$ cat src/rtl/rom_burst_pkg.sv
// Shared definitions for the ROM burst reader: FSM state encoding and buffer depth.
package rom_burst_pkg;

  localparam int unsigned BUF_DEPTH = 2;

  typedef logic [1:0] state_t;

  localparam state_t IDLE  = 2'd0;
  localparam state_t READ  = 2'd1;
  localparam state_t DRAIN = 2'd2;
  localparam state_t DONE  = 2'd3;

endpackage

$ cat src/rtl/rom_burst_buf.sv
// Two-entry FIFO holding {last, data} words between the ROM capture stage and
// the output stream. Push on a full buffer is accepted only alongside a pop.
module rom_burst_buf
  import rom_burst_pkg::*;
#(
  parameter int unsigned W = 33
) (
  input  logic         clk,
  input  logic         rst_n,
  input  logic         push,
  input  logic [W-1:0] push_data,
  input  logic         pop,
  output logic [W-1:0] head_data,
  output logic         full,
  output logic         empty,
  output logic [1:0]   count
);

  logic [W-1:0] mem_q [BUF_DEPTH];
  logic [W-1:0] mem_d [BUF_DEPTH];
  logic         wr_ptr_q, wr_ptr_d;
  logic         rd_ptr_q, rd_ptr_d;
  logic [1:0]   count_q, count_d;
  logic         do_push, do_pop;

  assign full      = (count_q == 2'(BUF_DEPTH));
  assign empty     = (count_q == 2'd0);
  assign count     = count_q;
  assign head_data = mem_q[rd_ptr_q];

  // Next-state for storage, pointers and occupancy.
  always_comb begin
    mem_d    = mem_q;
    wr_ptr_d = wr_ptr_q;
    rd_ptr_d = rd_ptr_q;
    count_d  = count_q;
    do_pop   = pop && !empty;
    do_push  = push && (!full || do_pop);
    if (do_push) begin
      mem_d[wr_ptr_q] = push_data;
      wr_ptr_d        = ~wr_ptr_q;
    end
    if (do_pop) begin
      rd_ptr_d = ~rd_ptr_q;
    end
    case ({do_push, do_pop})
      2'b10:   count_d = count_q + 2'd1;
      2'b01:   count_d = count_q - 2'd1;
      default: count_d = count_q;
    endcase
  end

  // Buffer registers.
  always_ff @(posedge clk or negedge rst_n) begin
    if (!rst_n) begin
      for (int unsigned i = 0; i < BUF_DEPTH; i++) begin
        mem_q[i] <= '0;
      end
      wr_ptr_q <= 1'b0;
      rd_ptr_q <= 1'b0;
      count_q  <= 2'd0;
    end else begin
      mem_q    <= mem_d;
      wr_ptr_q <= wr_ptr_d;
      rd_ptr_q <= rd_ptr_d;
      count_q  <= count_d;
    end
  end

endmodule

$ cat src/rtl/rom_burst_reader.sv
// Burst read sequencer in front of a 1-cycle-latency synchronous ROM.
// Accepts (base, len), issues ROM reads under buffer credit, and streams the
// words out through a 2-entry buffer with valid/ready handshaking.
// Optional feature: define CHECKSUM_EN to add the burst_csum output.
module rom_burst_reader
  import rom_burst_pkg::*;
#(
  parameter int unsigned ADDR_WIDTH = 8,
  parameter int unsigned DATA_WIDTH = 32,
  parameter int unsigned LEN_WIDTH  = 9
) (
  input  logic                  clk,
  input  logic                  rst_n,
  input  logic                  cmd_valid,
  output logic                  cmd_ready,
  input  logic [ADDR_WIDTH-1:0] cmd_base,
  input  logic [LEN_WIDTH-1:0]  cmd_len,
  output logic [ADDR_WIDTH-1:0] rom_addr,
  output logic                  rom_en,
  input  logic [DATA_WIDTH-1:0] rom_data,
  output logic                  out_valid,
  input  logic                  out_ready,
  output logic [DATA_WIDTH-1:0] out_data,
  output logic                  out_last,
  output logic                  busy,
  output logic                  done
`ifdef CHECKSUM_EN
  ,
  output logic [DATA_WIDTH-1:0] burst_csum
`endif
);

  state_t                state_q, state_d;
  logic [ADDR_WIDTH-1:0] base_q, base_d;
  logic [LEN_WIDTH-1:0]  len_q, len_d;
  logic [LEN_WIDTH-1:0]  issued_q, issued_d;
  logic                  inflight_q, inflight_d;
  logic                  infl_last_q, infl_last_d;

  logic [DATA_WIDTH:0]   buf_head;
  logic                  buf_full, buf_empty;
  logic [1:0]            buf_count;
  logic                  pop, issue, last_issue;
  logic [2:0]            avail;

  rom_burst_buf #(.W(DATA_WIDTH + 1)) u_buf (
    .clk       (clk),
    .rst_n     (rst_n),
    .push      (inflight_q),
    .push_data ({infl_last_q, rom_data}),
    .pop       (pop),
    .head_data (buf_head),
    .full      (buf_full),
    .empty     (buf_empty),
    .count     (buf_count)
  );

  assign out_valid = !buf_empty;
  assign out_data  = buf_head[DATA_WIDTH-1:0];
  assign out_last  = buf_head[DATA_WIDTH] && !buf_empty;
  assign pop       = out_valid && out_ready;
  assign rom_addr  = base_q + issued_q[ADDR_WIDTH-1:0];
  assign rom_en    = issue;
  assign busy      = (state_q != IDLE);
  assign done      = (state_q == DONE);
  assign cmd_ready = (state_q == IDLE);

  // Issue credit: free slots (a same-cycle pop frees one) minus the read in flight.
  always_comb begin
    avail      = 3'(BUF_DEPTH) - {1'b0, buf_count} + {2'b0, pop} - {2'b0, inflight_q};
    issue      = (state_q == READ) && (avail != 3'd0) && !(buf_full && !pop);
    last_issue = issue && (issued_q == len_q - LEN_WIDTH'(1));
  end

  // Burst FSM and address/length bookkeeping.
  always_comb begin
    state_d     = state_q;
    base_d      = base_q;
    len_d       = len_q;
    issued_d    = issued_q;
    inflight_d  = issue;
    infl_last_d = last_issue;
    case (state_q)
      IDLE: begin
        if (cmd_valid) begin
          base_d   = cmd_base;
          len_d    = cmd_len;
          issued_d = '0;
          state_d  = (cmd_len != '0) ? READ : DONE;
        end
      end
      READ: begin
        if (issue) begin
          issued_d = issued_q + LEN_WIDTH'(1);
        end
        if (last_issue) begin
          state_d = DRAIN;
        end
      end
      DRAIN: begin
        // The final pop counts as drained so done lands the cycle after it.
        if (!inflight_q && (buf_empty || (buf_count == 2'd1 && pop))) begin
          state_d = DONE;
        end
      end
      DONE:    state_d = IDLE;
      default: state_d = IDLE;
    endcase
  end

  // Control registers.
  always_ff @(posedge clk or negedge rst_n) begin
    if (!rst_n) begin
      state_q     <= IDLE;
      base_q      <= '0;
      len_q       <= '0;
      issued_q    <= '0;
      inflight_q  <= 1'b0;
      infl_last_q <= 1'b0;
    end else begin
      state_q     <= state_d;
      base_q      <= base_d;
      len_q       <= len_d;
      issued_q    <= issued_d;
      inflight_q  <= inflight_d;
      infl_last_q <= infl_last_d;
    end
  end

`ifdef CHECKSUM_EN
  logic [DATA_WIDTH-1:0] csum_q, csum_d;

  assign burst_csum = csum_q;

  // XOR of delivered words, restarted on each command accept.
  always_comb begin
    csum_d = csum_q;
    if (state_q == IDLE && cmd_valid) begin
      csum_d = '0;
    end else if (pop) begin
      csum_d = csum_q ^ out_data;
    end
  end

  // Checksum register.
  always_ff @(posedge clk or negedge rst_n) begin
    if (!rst_n) begin
      csum_q <= '0;
    end else begin
      csum_q <= csum_d;
    end
  end
`endif

endmodule

$ cat config.mk
export PLATFORM = sky130hd
export DESIGN_NAME = rom_burst_reader
export DESIGN_NICKNAME = d
export VERILOG_FILES = /design/src/rtl/rom_burst_pkg.sv /design/src/rtl/rom_burst_buf.sv /design/src/rtl/rom_burst_reader.sv
export SDC_FILE = /design/constraint.sdc
export NUM_CORES = 1
export LEC_CHECK = 0
export BUFFER_PORTS_ARGS = -buffer_cell sky130_fd_sc_hd__clkbuf_2
export CAP_MARGIN = 40
export CORE_MARGIN = 4
export CORE_UTILIZATION = 50
export DETAILED_ROUTE_END_ITERATION = 7
export GPL_TIMING_DRIVEN = 0
export PLACE_DENSITY = 0.85
export SLEW_MARGIN = 10
export SYNTH_ARGS = -nofsm -noshare
export SYNTH_HDL_FRONTEND = slang
export SYNTH_SLANG_ARGS = --single-unit
$ cat constraint.sdc
create_clock -name clk -period 2.85 [get_ports clk]
set_input_delay 0.285 -clock clk [delete_from_list [all_inputs] [get_ports clk]]
set_output_delay 0.285 -clock clk [all_outputs]
set_load 0.01 [all_outputs]
### Yosys cells after proc, flatten, opt, wreduce, memory -nomap -nowiden

Cells that the tools add are included.

* register bits: 100
* output and inout port bits: 46
* word-level logic and storage cells: 81

* $add $sub $neg: 8
* $lt $le $gt $ge: 3
* equality and inequality tests: 12
* multiplexer cells: 15
* bitwise logic cells: 4
* reductions and logical operators: 28

Operators by type and width (count)
* 33-bit two-way mux: 4
* 66-bit bitwise mux: 1
* 33-bit demux with 1-bit select: 1
* 9-bit two-way mux: 2
* 9-bit case mux with 2 select lines: 1
* 1-bit logical AND: 11
* 9-bit by 1-bit adder with 9-bit output (second input constant): 1
* 9-bit == test: 1
* 9-bit nonzero test: 1
* 9-bit by 1-bit subtractor with 9-bit output (second input constant): 1
* 8-bit adder: 1
* 2-bit == test (second input constant): 4
* 2-bit two-way mux: 4
* 2-bit inequality test (second input constant): 4
* 2-bit case mux with 4 select lines: 1
* 2-bit by 1-bit == test with 1-bit output (second input constant): 3
* 3-bit AND reduction: 2
* 2-bit nonzero test: 3
* 1-bit zero test: 5
* 2-bit >= comparator (second input constant): 2
* 2-bit zero test: 2
* 1-bit NOT with 2-bit output: 2
* 2-bit case mux with 2 select lines: 1
* 3-bit by 1-bit adder with 3-bit output: 1
* other kinds (9): 11

### Longest topological paths before layout

* word-level depth: 11
* mapped depth: 11
* gate-level depth less buffers: 11

### Modules after synthesis

From an unflattened synthesis, not the netlist that was laid out.

* cell total of the unflattened synthesis: 417
* area, all modules: 5202.5 µm²

Modules (own cells, without submodules)
* rom_burst_buf: times used 1, cells an instance 194, area an instance 3071.7 µm²
* rom_burst_reader: times used 1, cells an instance 223, area an instance 2130.8 µm²

### Worst setup path after synthesis

OpenSTA, ideal clock, no wires.

* path kind: register to register
* start: register u_buf.count_q[0], in the netlist u_buf.count[0]
* end: register state_q[0]
* arrival time: 2.784 ns
* data required time: 2.730 ns
* setup slack: -0.053 ns
* cell stages (with the launch flop): 11
* path through: dfrtp_1 -> inv_1 -> ha_1 -> nand2b_4 -> fa_1 -> ha_1 -> a221oi_4 -> o2111a_1 -> nand4_2 -> or4_1 -> and3_1

* cells in the longest elaborated chain, start to end: 11
* elaborated cells between the ends (all ways): 21
* classes of those cells: add/sub (3); eq/ne (4); reduce/logical (14)

RTL lines
* start, declared: line rom_burst_buf.sv:23 `logic [1:0] count_q, count_d;`
* start signal, assigned: line rom_burst_buf.sv:66 `count_q <= count_d;`
* parallel branches: the longest is 7 deep, another holds 2-bit by 2-bit subtractor with 3-bit output
* 1-bit logical AND (*): line rom_burst_reader.sv:71 `issue = (state_q == READ) && (avail != 3'd0) && !(buf_full && !pop);`
* net rom_en: line rom_burst_reader.sv:19 `output logic rom_en,`
* 1-bit logical AND (*): line rom_burst_reader.sv:72 `last_issue = issue && (issued_q == len_q - LEN_WIDTH'(1));`
* 2-bit inequality test (no line) (*)
* 3-bit AND reduction (no line) (*)
* end signal, assigned: line rom_burst_reader.sv:121 `state_q <= state_d;`
* end, declared: line rom_burst_reader.sv:33 `state_t state_q, state_d;`

Mark *: on every way through the listed nets, which the timed path passes.
A chain may end at the register's enable or synchronous reset.

### Final worst setup path

* start: register u_buf.count_q[0], in the netlist u_buf.count[0]
* end: register state_q[0]

* cells in the longest elaborated chain, start to end: 11
* elaborated cells between the ends (all ways): 21
* classes of those cells: add/sub (3); eq/ne (4); reduce/logical (14)

RTL lines
* parallel branches: the longest is 10 deep, another holds 2-bit by 2-bit subtractor with 3-bit output
* 3-bit AND reduction (no line) (*)

Every way passes the cells marked *.

==> out/summary.txt <==
#FFs+latches synth: 100
htree depth: 3
register area: 2500 µm²
CTS Root Cell: clkbuf_8
max-slew violation count: 0
post-synthesis instance total: 402
Overflow after GRT: 0
synthesized cell area: 5060 µm²
Die Wd: 109 µm
Req. time, crit path: 3.10 ns
yosys warns: 0
GRT Util Overall: 0.185
fmax: 365 MHz
clock-pin slew on the worst setup and hold paths: 0.11 ns
Worst Reg2Reg Path Length in Cells: 10
max cap viols: 0
fin crit period: 2.74 ns
r2r endpoint: state_q[0]
port bufs: 98
Core ar.: 9820 µm²
Finished Core Util: 0.614
area taken by multi-input logic gates: 2490 µm²
CTS Buffer Depth: 2
Worst path depth: 10
antenna diode instance count: 0
slew margin rel.: 0.449
Cell variety after synth: 45
die area: 11800 µm²
Layout Skew: 0.0110 ns
# setup viols final: 0
r2r setup slk: 0.11 ns
post-synthesis net count: 475
CP cell instances: inv_2 -> ha_4 -> nand2b_4 -> fa_2 -> nor2b_1 -> a221oi_4 -> o2111a_1 -> nand4_2 -> or4_1 -> and3_1
Final #Nets: 587
final instance area: 6030 µm²
CTS tree: yes
status: finished, violations left
vias after detailed routing: 3479
Critical Path End: state_q[0]
number of vias per cell: 5.34
pwr dens: 1140 nW/µm²
Post-DRT Antenna Nets: 0
Min Hold Slack: -0.0642 ns
crit path kind: reg2reg
hpwl dp: 7.71 mm
drt drc: 0
cell row count: 36
starting density of the core: 0.516
sequential share of the synthesized area: 0.494
Ports: 99
Crit path max-delay family: simple AND/OR/NAND/NOR gates
Placed Area: 5740 µm²
Arrival @ worst endpoint: 2.99 ns
worst-skew pair later-pin latency: 0.36 ns
Crit. End Element: register
initial antenna violation count: 0
drt first pass iters: 4
Synth Flop Type: dfrtp_1
fin crit share: 0.961
Num CTS Buffers: 9
synthesis-to-finish area growth: 19.0%
Finished Layout Cells: 652
Leak: 2.79 nW
Avg Cell Area, Syn: 12.6 µm²
setup ws final: 0.112 ns
gp weighted congestion: 0.900
most common cell after layout, fill and taps aside: mux2_2
Placed Cells: 633
number of synthesized flops with an enable pin: 0
CTS sink cnt: 100
RSZ-0062 raised after global routing: false
failing checks: negative hold slack
crit path max fanout: 5
global-route wire length before repair: 17.2 mm
Bufs and invs on worst path: 1
Fillers: 801
Final Hold Viols: 25
Reg2Reg Launch Point: u_buf.count[0]
Setup WS pre-CTS: -0.258 ns
ratio of cells with drive above 1 in the final layout: 0.487
Largest stage delay, worst path: 0.43 ns
most frequent cells in the layout: mux2_2, dfrtp_1, clkbuf_2
Die Height: 109 µm
largest net degree at the start of global routing: 101
Critical Path Start: u_buf.count[0]
asr flop ratio synth: 1.00
Least-Margin Pin Slew: 0.827 ns
Peak supply drop: 0.519 mV
Routed WL: 10.4 mm
vias in the first global route: 3662
HP Class: in2async
startpoint types: register
violation count after the first detailed-routing iteration: 128
drt wl/cell: 16.0 µm
Slowest cell on crit path: fa_2
-- cell usage after synthesis, drive strengths merged, types with 2 or more instances --
| library cell | count | area (µm²) |
|---|---|---|
| a21boi | 2 | 15.0 |
| a21oi | 3 | 15.0 |
| a311oi | 2 | 17.5 |
| a31oi | 4 | 31.3 |
| and3 | 5 | 31.3 |
| buf | 5 | 23.8 |
| clkbuf | 9 | 33.8 |
| dfrtp | 100 | 2500 |
| fa | 2 | 40.0 |
| ha | 18 | 225 |
| inv | 18 | 67.6 |
| mux2 | 116 | 1310 |
| mux2i | 4 | 40.0 |
| nand2 | 13 | 48.8 |
| nand2b | 3 | 26.3 |
| nand3 | 9 | 45.0 |
| nand4 | 3 | 25.0 |
| nor2 | 20 | 75.1 |
| nor2b | 5 | 33.8 |
| nor3 | 5 | 36.3 |
| nor4 | 2 | 12.5 |
| o21ai | 17 | 85.1 |
| o31ai | 4 | 30.0 |
| o41ai | 2 | 17.5 |
| xnor2 | 15 | 131 |
| xor2 | 5 | 43.8 |
-- stage by stage --
step / power (mW) / TNS [ns] / hold WS (ns)
finish: 6.89 / 0 / -0.0642
global route: 7.41 / 0 / 0.0346
CTS: 6.91 / 0 / 0.0152
detailed placement: 5.89 / -2.00 / 0.425
global placement: 5.68 / -0.958 / 0.481
floorplan: 4.82 / 0 / -0.0106
-- cell type report --
cell class,instances,share of cell area
multi-input combinational,270,0.413
clock inverter,7,0.0158
clock buffer,9,0.0206
tap,133,0.0276
timing repair buffer,101,0.0866
inverter,18,0.0112
buffer,14,0.00955
sequential,100,0.415
-- what timing repair did --
action | in CTS | in global routing
endpoints found under the setup margin | 10 | 11
resized for setup | 2 | 9
setup buffers | 3 | 0
pin swaps | 2 | 1
hold buffers | 0 | 0
gates cloned | 0 | 0
-- worst min path at each step --
stage                          startpoint         endpoint  cells past startpoint
after CTS                           rst_n  u_buf.mem_q[62]                      1
after detailed placement            rst_n  u_buf.mem_q[62]                      1
final                               rst_n  u_buf.mem_q[62]                      1
after global placement    u_buf.mem_q[18]  u_buf.mem_q[18]                      1
after floorplan                     rst_n        base_q[0]                      0
after global routing                rst_n  u_buf.mem_q[62]                      1
-- worst reg2reg max path, stage by stage (launching register included) --
cell and delay, ns:
dfrtp_1 0.41, inv_2 0.10, ha_4 0.16, nand2b_4 0.17, fa_2 0.43, nor2b_1 0.17, a221oi_4 0.25, o2111a_1 0.25
nand4_2 0.14, or4_1 0.41, and3_1 0.16
-- metal layers --
layer,share of wire,global-route usage
met1,0.42,0.232
met2,0.51,0.320
met3,0.048,0.0367
met4,0.013,0.0622
met5,0,0
-- report_power, final --
part | switching (mW) | internal, mW
clock network | 0.534 | 0.430
registers | 0.414 | 2.07
logic | 1.65 | 1.79
total | 2.60 | 4.30
-- sequential cells by signal, indices dropped and copies added (netlist names) --
register and count:
infl_last_q 1, issued_q 9, u_buf.wr_ptr_q 1, u_buf.count 2, u_buf.rd_ptr_q 1, inflight_q 1
base_q 8, state_q 2, u_buf.mem_q 66, len_q 9
-- logic make-up (layout without fill, tap and decap cells) --
family                     Yosys count  after routing  synth area share
buffers and inverters               32            149            0.0247
muxes                              120            120             0.266
and+or+nand+nor                     71             71            0.0746
AOI/OAI and AO/OA                   39             39            0.0539
xor gates and xnor gates            20             20            0.0346
DFF                                100            100             0.494
adders and majority gates           20             20            0.0524
No activity file was read; power rests on OpenSTA's default activity.
